### src/rtl/simon_game_ctrl.sv
// Round sequencer for the colour-memory game: captures a random sequence, kicks off
// playback, then checks the player's presses until a win, a wrong colour or a timeout.
module simon_game_ctrl #(
    parameter int unsigned TIMEOUT_CYCLES = 1000,
    parameter int unsigned MAX_ROUND      = 15,
    parameter logic [31:0] LFSR_SEED      = 32'hACE1_1234
) (
    input  logic        clk,
    input  logic        rst_n,
    input  logic        start,
    input  logic        complete_display,
    input  logic        btn_valid,
    input  logic [1:0]  btn_colour,
    output logic        en_display,
    output logic [31:0] seq_out,
    output logic [3:0]  round_ctr,
    output logic        input_active,
    output logic        game_over,
    output logic        game_win,
    output logic [4:0]  score
);

    localparam int unsigned TW   = (TIMEOUT_CYCLES > 1) ? $clog2(TIMEOUT_CYCLES) : 1;
    localparam logic [TW-1:0] TMAX = TW'(TIMEOUT_CYCLES - 1);
    localparam logic [3:0]  RMAX = 4'(MAX_ROUND);
    localparam logic [31:0] TAPS = 32'h8020_0003;

    typedef enum logic [2:0] {
        IDLE,
        SHOW_START,
        SHOW_WAIT,
        INPUT,
        WIN,
        LOSE
    } state_t;

    state_t        state_q, state_d;
    logic [31:0]   lfsr_q, lfsr_d;
    logic [31:0]   seq_q, seq_d;
    logic [3:0]    round_q, round_d;
    logic [4:0]    score_q, score_d;
    logic [3:0]    idx_q, idx_d;
    logic [TW-1:0] timer_q, timer_d;
    logic          en_q, en_d;
    logic          act_q, act_d;
    logic          over_q, over_d;
    logic          win_q, win_d;
    logic [1:0]    exp_colour;

    always_ff @(posedge clk or negedge rst_n) begin
        if (!rst_n) begin
            state_q <= IDLE;
            lfsr_q  <= LFSR_SEED;
            seq_q   <= '0;
            round_q <= '0;
            score_q <= '0;
            idx_q   <= '0;
            timer_q <= '0;
            en_q    <= 1'b0;
            act_q   <= 1'b0;
            over_q  <= 1'b0;
            win_q   <= 1'b0;
        end else begin
            state_q <= state_d;
            lfsr_q  <= lfsr_d;
            seq_q   <= seq_d;
            round_q <= round_d;
            score_q <= score_d;
            idx_q   <= idx_d;
            timer_q <= timer_d;
            en_q    <= en_d;
            act_q   <= act_d;
            over_q  <= over_d;
            win_q   <= win_d;
        end
    end

    always_comb begin
        state_d    = state_q;
        seq_d      = seq_q;
        round_d    = round_q;
        score_d    = score_q;
        idx_d      = idx_q;
        timer_d    = timer_q;
        lfsr_d     = {1'b0, lfsr_q[31:1]} ^ (lfsr_q[0] ? TAPS : '0);
        exp_colour = seq_q[{idx_q, 1'b0} +: 2];

        case (state_q)
            IDLE, WIN, LOSE: begin
                if (start) begin
                    seq_d   = lfsr_q;
                    round_d = '0;
                    score_d = '0;
                    state_d = SHOW_START;
                end
            end
            SHOW_START: state_d = SHOW_WAIT;
            SHOW_WAIT: begin
                if (complete_display) begin
                    idx_d   = '0;
                    timer_d = '0;
                    state_d = INPUT;
                end
            end
            INPUT: begin
                // A press on the terminal timer cycle wins over the timeout.
                if (btn_valid) begin
                    if (btn_colour != exp_colour) begin
                        state_d = LOSE;
                    end else if (idx_q < round_q) begin
                        idx_d   = idx_q + 4'd1;
                        timer_d = '0;
                    end else begin
                        score_d = {1'b0, round_q} + 5'd1;
                        if (round_q == RMAX) begin
                            state_d = WIN;
                        end else begin
                            round_d = round_q + 4'd1;
                            state_d = SHOW_START;
                        end
                    end
                end else if (timer_q == TMAX) begin
                    state_d = LOSE;
                end else begin
                    timer_d = timer_q + 1'b1;
                end
            end
            default: state_d = IDLE;
        endcase

        // Flags are decoded from the next state so they line up with the state register.
        en_d   = (state_d == SHOW_START);
        act_d  = (state_d == INPUT);
        over_d = (state_d == WIN) || (state_d == LOSE);
        win_d  = (state_d == WIN);
    end

    assign en_display   = en_q;
    assign seq_out      = seq_q;
    assign round_ctr    = round_q;
    assign input_active = act_q;
    assign game_over    = over_q;
    assign game_win     = win_q;
    assign score        = score_q;

endmodule

### config.mk
export PLATFORM = sky130hd
export DESIGN_NAME = simon_game_ctrl
export DESIGN_NICKNAME = d
export VERILOG_FILES = /design/src/rtl/simon_game_ctrl.sv
export SDC_FILE = /design/constraint.sdc
export NUM_CORES = 1
export LEC_CHECK = 0
export ABC_AREA = 0
export CORE_ASPECT_RATIO = 2
export CORE_MARGIN = 3
export CORE_UTILIZATION = 45
export CTS_CLUSTER_DIAMETER = 30
export DETAILED_ROUTE_END_ITERATION = 10
export PLACE_DENSITY = 0.77
export SLEW_MARGIN = 15
export SYNTH_ARGS = -nofsm -noshare
export SYNTH_HDL_FRONTEND = slang
export SYNTH_SLANG_ARGS = --single-unit
### constraint.sdc
create_clock -name clk -period 3 [get_ports clk]
set_clock_uncertainty 0.2 [all_clocks]
set_input_delay 0.6 -clock clk [delete_from_list [all_inputs] [get_ports clk]]
set_output_delay 0.6 -clock clk [all_outputs]
set_load 0.05 [all_outputs]
==> results.json <==
{
  "outcome": "finished, violations left",
  "violations": "negative hold slack, negative setup slack",
  "tightest_slew_ns": 0.547,
  "die_w_um": 73.1,
  "ant_nets": 0,
  "relSlewSlack": 0.634,
  "finalCritPeriodShare": 1.03,
  "placed_cells": 504,
  "slowest_stage": "or4_1",
  "nFillCells": 630,
  "fmax_mhz": 325,
  "grt_first_pass_wirelength_um": 16500,
  "numCtsBuffers": 9,
  "maxCapViolations": 0,
  "first_iter_violations": 178,
  "num_antenna_cells": 0,
  "rsz0062_at_grt": "true",
  "hold_viol_final": 1,
  "syn_area_um2": 4050,
  "yosysTopAreaCellShare": 0.500,
  "antenna_found_initial": 0,
  "final_common_cell": "dfrtp_1",
  "finalSetupViolCount": 10,
  "cp_max_fo": 10,
  "start_util": 0.465,
  "r2r-start": "idx_q[0]",
  "fin_crit_ns": 3.08,
  "synth_ff_type": "dfrtp_1",
  "yosysUniqueCellTypes": 55,
  "routed_via_density": 5.76,
  "drive_above_1_share": 0.386,
  "synth_seq_area_share": 0.585,
  "regArea_um2": 2370,
  "hold_slack_ns": -0.00299,
  "startpoint": "idx_q[0]",
  "grt_pass1_vias": 3300,
  "grt_overflow": 0,
  "ys_async_sr_fraction": 1.00,
  "total_power_uw": 4720,
  "yosysWarningCount": 0,
  "p_per_area_nw_per_um2": 844,
  "clk_latency_ns": 0.34,
  "post_drt_wl_per_cell_um": 19.2,
  "num-nets-final": 438,
  "drt_first_pass_iters": 4,
  "num_io_pins": 52,
  "slew_violations": 0,
  "crit_chain": "buf_6 -> buf_12 -> mux2i_1 -> a22oi_2 -> a21o_1 -> a2111o_1 -> a21oi_2 -> o22ai_4 -> buf_12 -> or4_1 -> a21oi_1",
  "num_vias": 3052,
  "hp-class": "input port to async pin",
  "synth_nets": 327,
  "slowest_delay_ns": 0.50,
  "ctsHoldBuffers": 0,
  "syn2layout_area_growth_pct": 37.9,
  "rows": 48,
  "synth-seq-cells": 94,
  "leakage_uw": 0.00251,
  "routed_wl_um": 10200,
  "ys_top_cells_by_area": "dfrtp_1 (50%), mux2_2 (9.7%), dfstp_2 (8.4%)",
  "grt.total_usage": 0.216,
  "arrival_ns": 3.14,
  "place_congestion": 0.994,
  "netlist_instances": 314,
  "cts_sinks": 94,
  "cts_buffer_depth": 2,
  "port-buffer-count": 51,
  "coreArea_um2": 8710,
  "crit_type": "flip-flop to flip-flop",
  "drc": 0,
  "crit_required_ns": 3.06,
  "synth-edff-count": 0,
  "avgSynthCellArea_um2": 12.9,
  "setup.worst_path.end_class": "flip-flop",
  "ir_drop_uv": 532,
  "synth_top_area_cell": "dfrtp_1",
  "die_h_um": 140,
  "grt_max_degree": 64,
  "setup_ws_ns": -0.0790,
  "place_hpwl_um": 7100,
  "multiInputGateArea_um2": 1740,
  "cp-start-kind": "flip-flop",
  "cp_common_cell": "buf_12",
  "clockRootBuffer": "clkbuf_16",
  "path_clk_slew_ns": 0.06,
  "final_cell_mix": "dfrtp_1 (79), buf_4 (51), clkdlybuf4s50_1 (50)",
  "cts_tree": "done",
  "instances_no_fill": 530,
  "dieArea_um2": 10200,
  "h-tree-depth": 3,
  "final_core_util": 0.641
}
-- area by class of cell --
type,count,area share
well taps,100,0.0224
clock buffers,12,0.0441
multi-input cells,199,0.312
flip-flops and latches,94,0.425
clock inverters,4,0.00963
repair buffers,109,0.179
inverters,12,0.00806
-- metal layers --
metal | vias up | track usage | share of wire
met3 | 36 | 0.0510 | 0.039
met1 | 1540 | 0.234 | 0.37
met5 | - | 0 | 0
li1 | 1379 | - | -
met4 | 0 | 0.123 | 0.045
met2 | 97 | 0.370 | 0.55
-- logic make-up after synthesis --
group                    synth area share
flip-flops                          0.585
adder cells (fa/ha/maj)            0.0185
buffers and inverters              0.0259
AO/OA/AOI/OAI                       0.104
multiplexers                        0.147
AND/OR/NAND/NOR                     0.105
XOR/XNOR                           0.0151
-- where the power goes --
group          switching [uW]  internal (uW)
clock network             460            672
registers                93.0           1370
logic                    1130            984
total                    1690           3030
-- state kept, by name, summed over array words and instances (netlist names), 3 cells and up --
signal / cells
lfsr_q: 32
seq_out: 32
timer_q: 10
score: 5
idx_q: 4
round_ctr: 4
state_q: 3
-- cell usage after synthesis, types with 2 or more instances --
cell,instances
a211oi_1,2
a21o_1,3
a21oi_1,8
a22o_1,2
a22oi_1,6
a31o_2,2
and2_1,2
and3_1,2
buf_2,2
clkbuf_1,5
dfrtp_1,81
dfstp_2,13
ha_1,6
inv_1,12
mux2_2,35
mux2i_1,19
nand2_1,14
nand2b_1,2
nand3_1,12
nand4_1,2
nor2_1,12
nor2b_1,6
nor3_1,4
nor4_2,2
o21a_1,2
o21ai_0,6
o22ai_1,4
o31ai_1,6
or2_2,2
or3_1,4
or4_1,7
xnor2_1,2
xor2_1,5
-- metrics by stage --
step / cell area, um^2 / hold slack [ns] / setup TNS (ns) / setup slack, ns
after floorplan: 4050 / 0.104 / 0 / 0.0433
after global placement: 5030 / 0.154 / -1.28 / -0.145
after detailed placement: 5030 / 0.158 / -1.94 / -0.209
after CTS: 5560 / 0.00839 / -0.249 / -0.0552
after global routing: 5590 / 0.0203 / -1.95 / -0.193
final: 5590 / -0.00299 / -0.477 / -0.0790
-- worst max-delay path, delay by kind of cell, from the launching register on --
| family | cells | cell delay (ns) |
|---|---|---|
| flops | 1 | 0.38 |
| simple gates | 1 | 0.50 |
| compound gates | 6 | 1.27 |
| buf+inv | 3 | 0.42 |
| mux | 1 | 0.22 |
-- path summary, 6_finish.rpt --
kind                       slack [ns]  cells past startpoint          to
min reg2reg                      0.17                      0   lfsr_q[4]
min in group clk                 0.17                      0   lfsr_q[4]
min                            -0.003                      1   game_over
max in group asynchronous        1.89                      2   lfsr_q[2]
max reg2reg                     -0.08                     11  timer_q[4]
max                             -0.08                     11  timer_q[4]
-- what timing repair did --
item	in CTS	in global routing
setup buffers	9	1
resized for setup	30	13
endpoints found under the setup margin	11	20
gates cloned	1	0
pin swaps	25	5
Note: power is estimated with default switching activity, not from simulation.
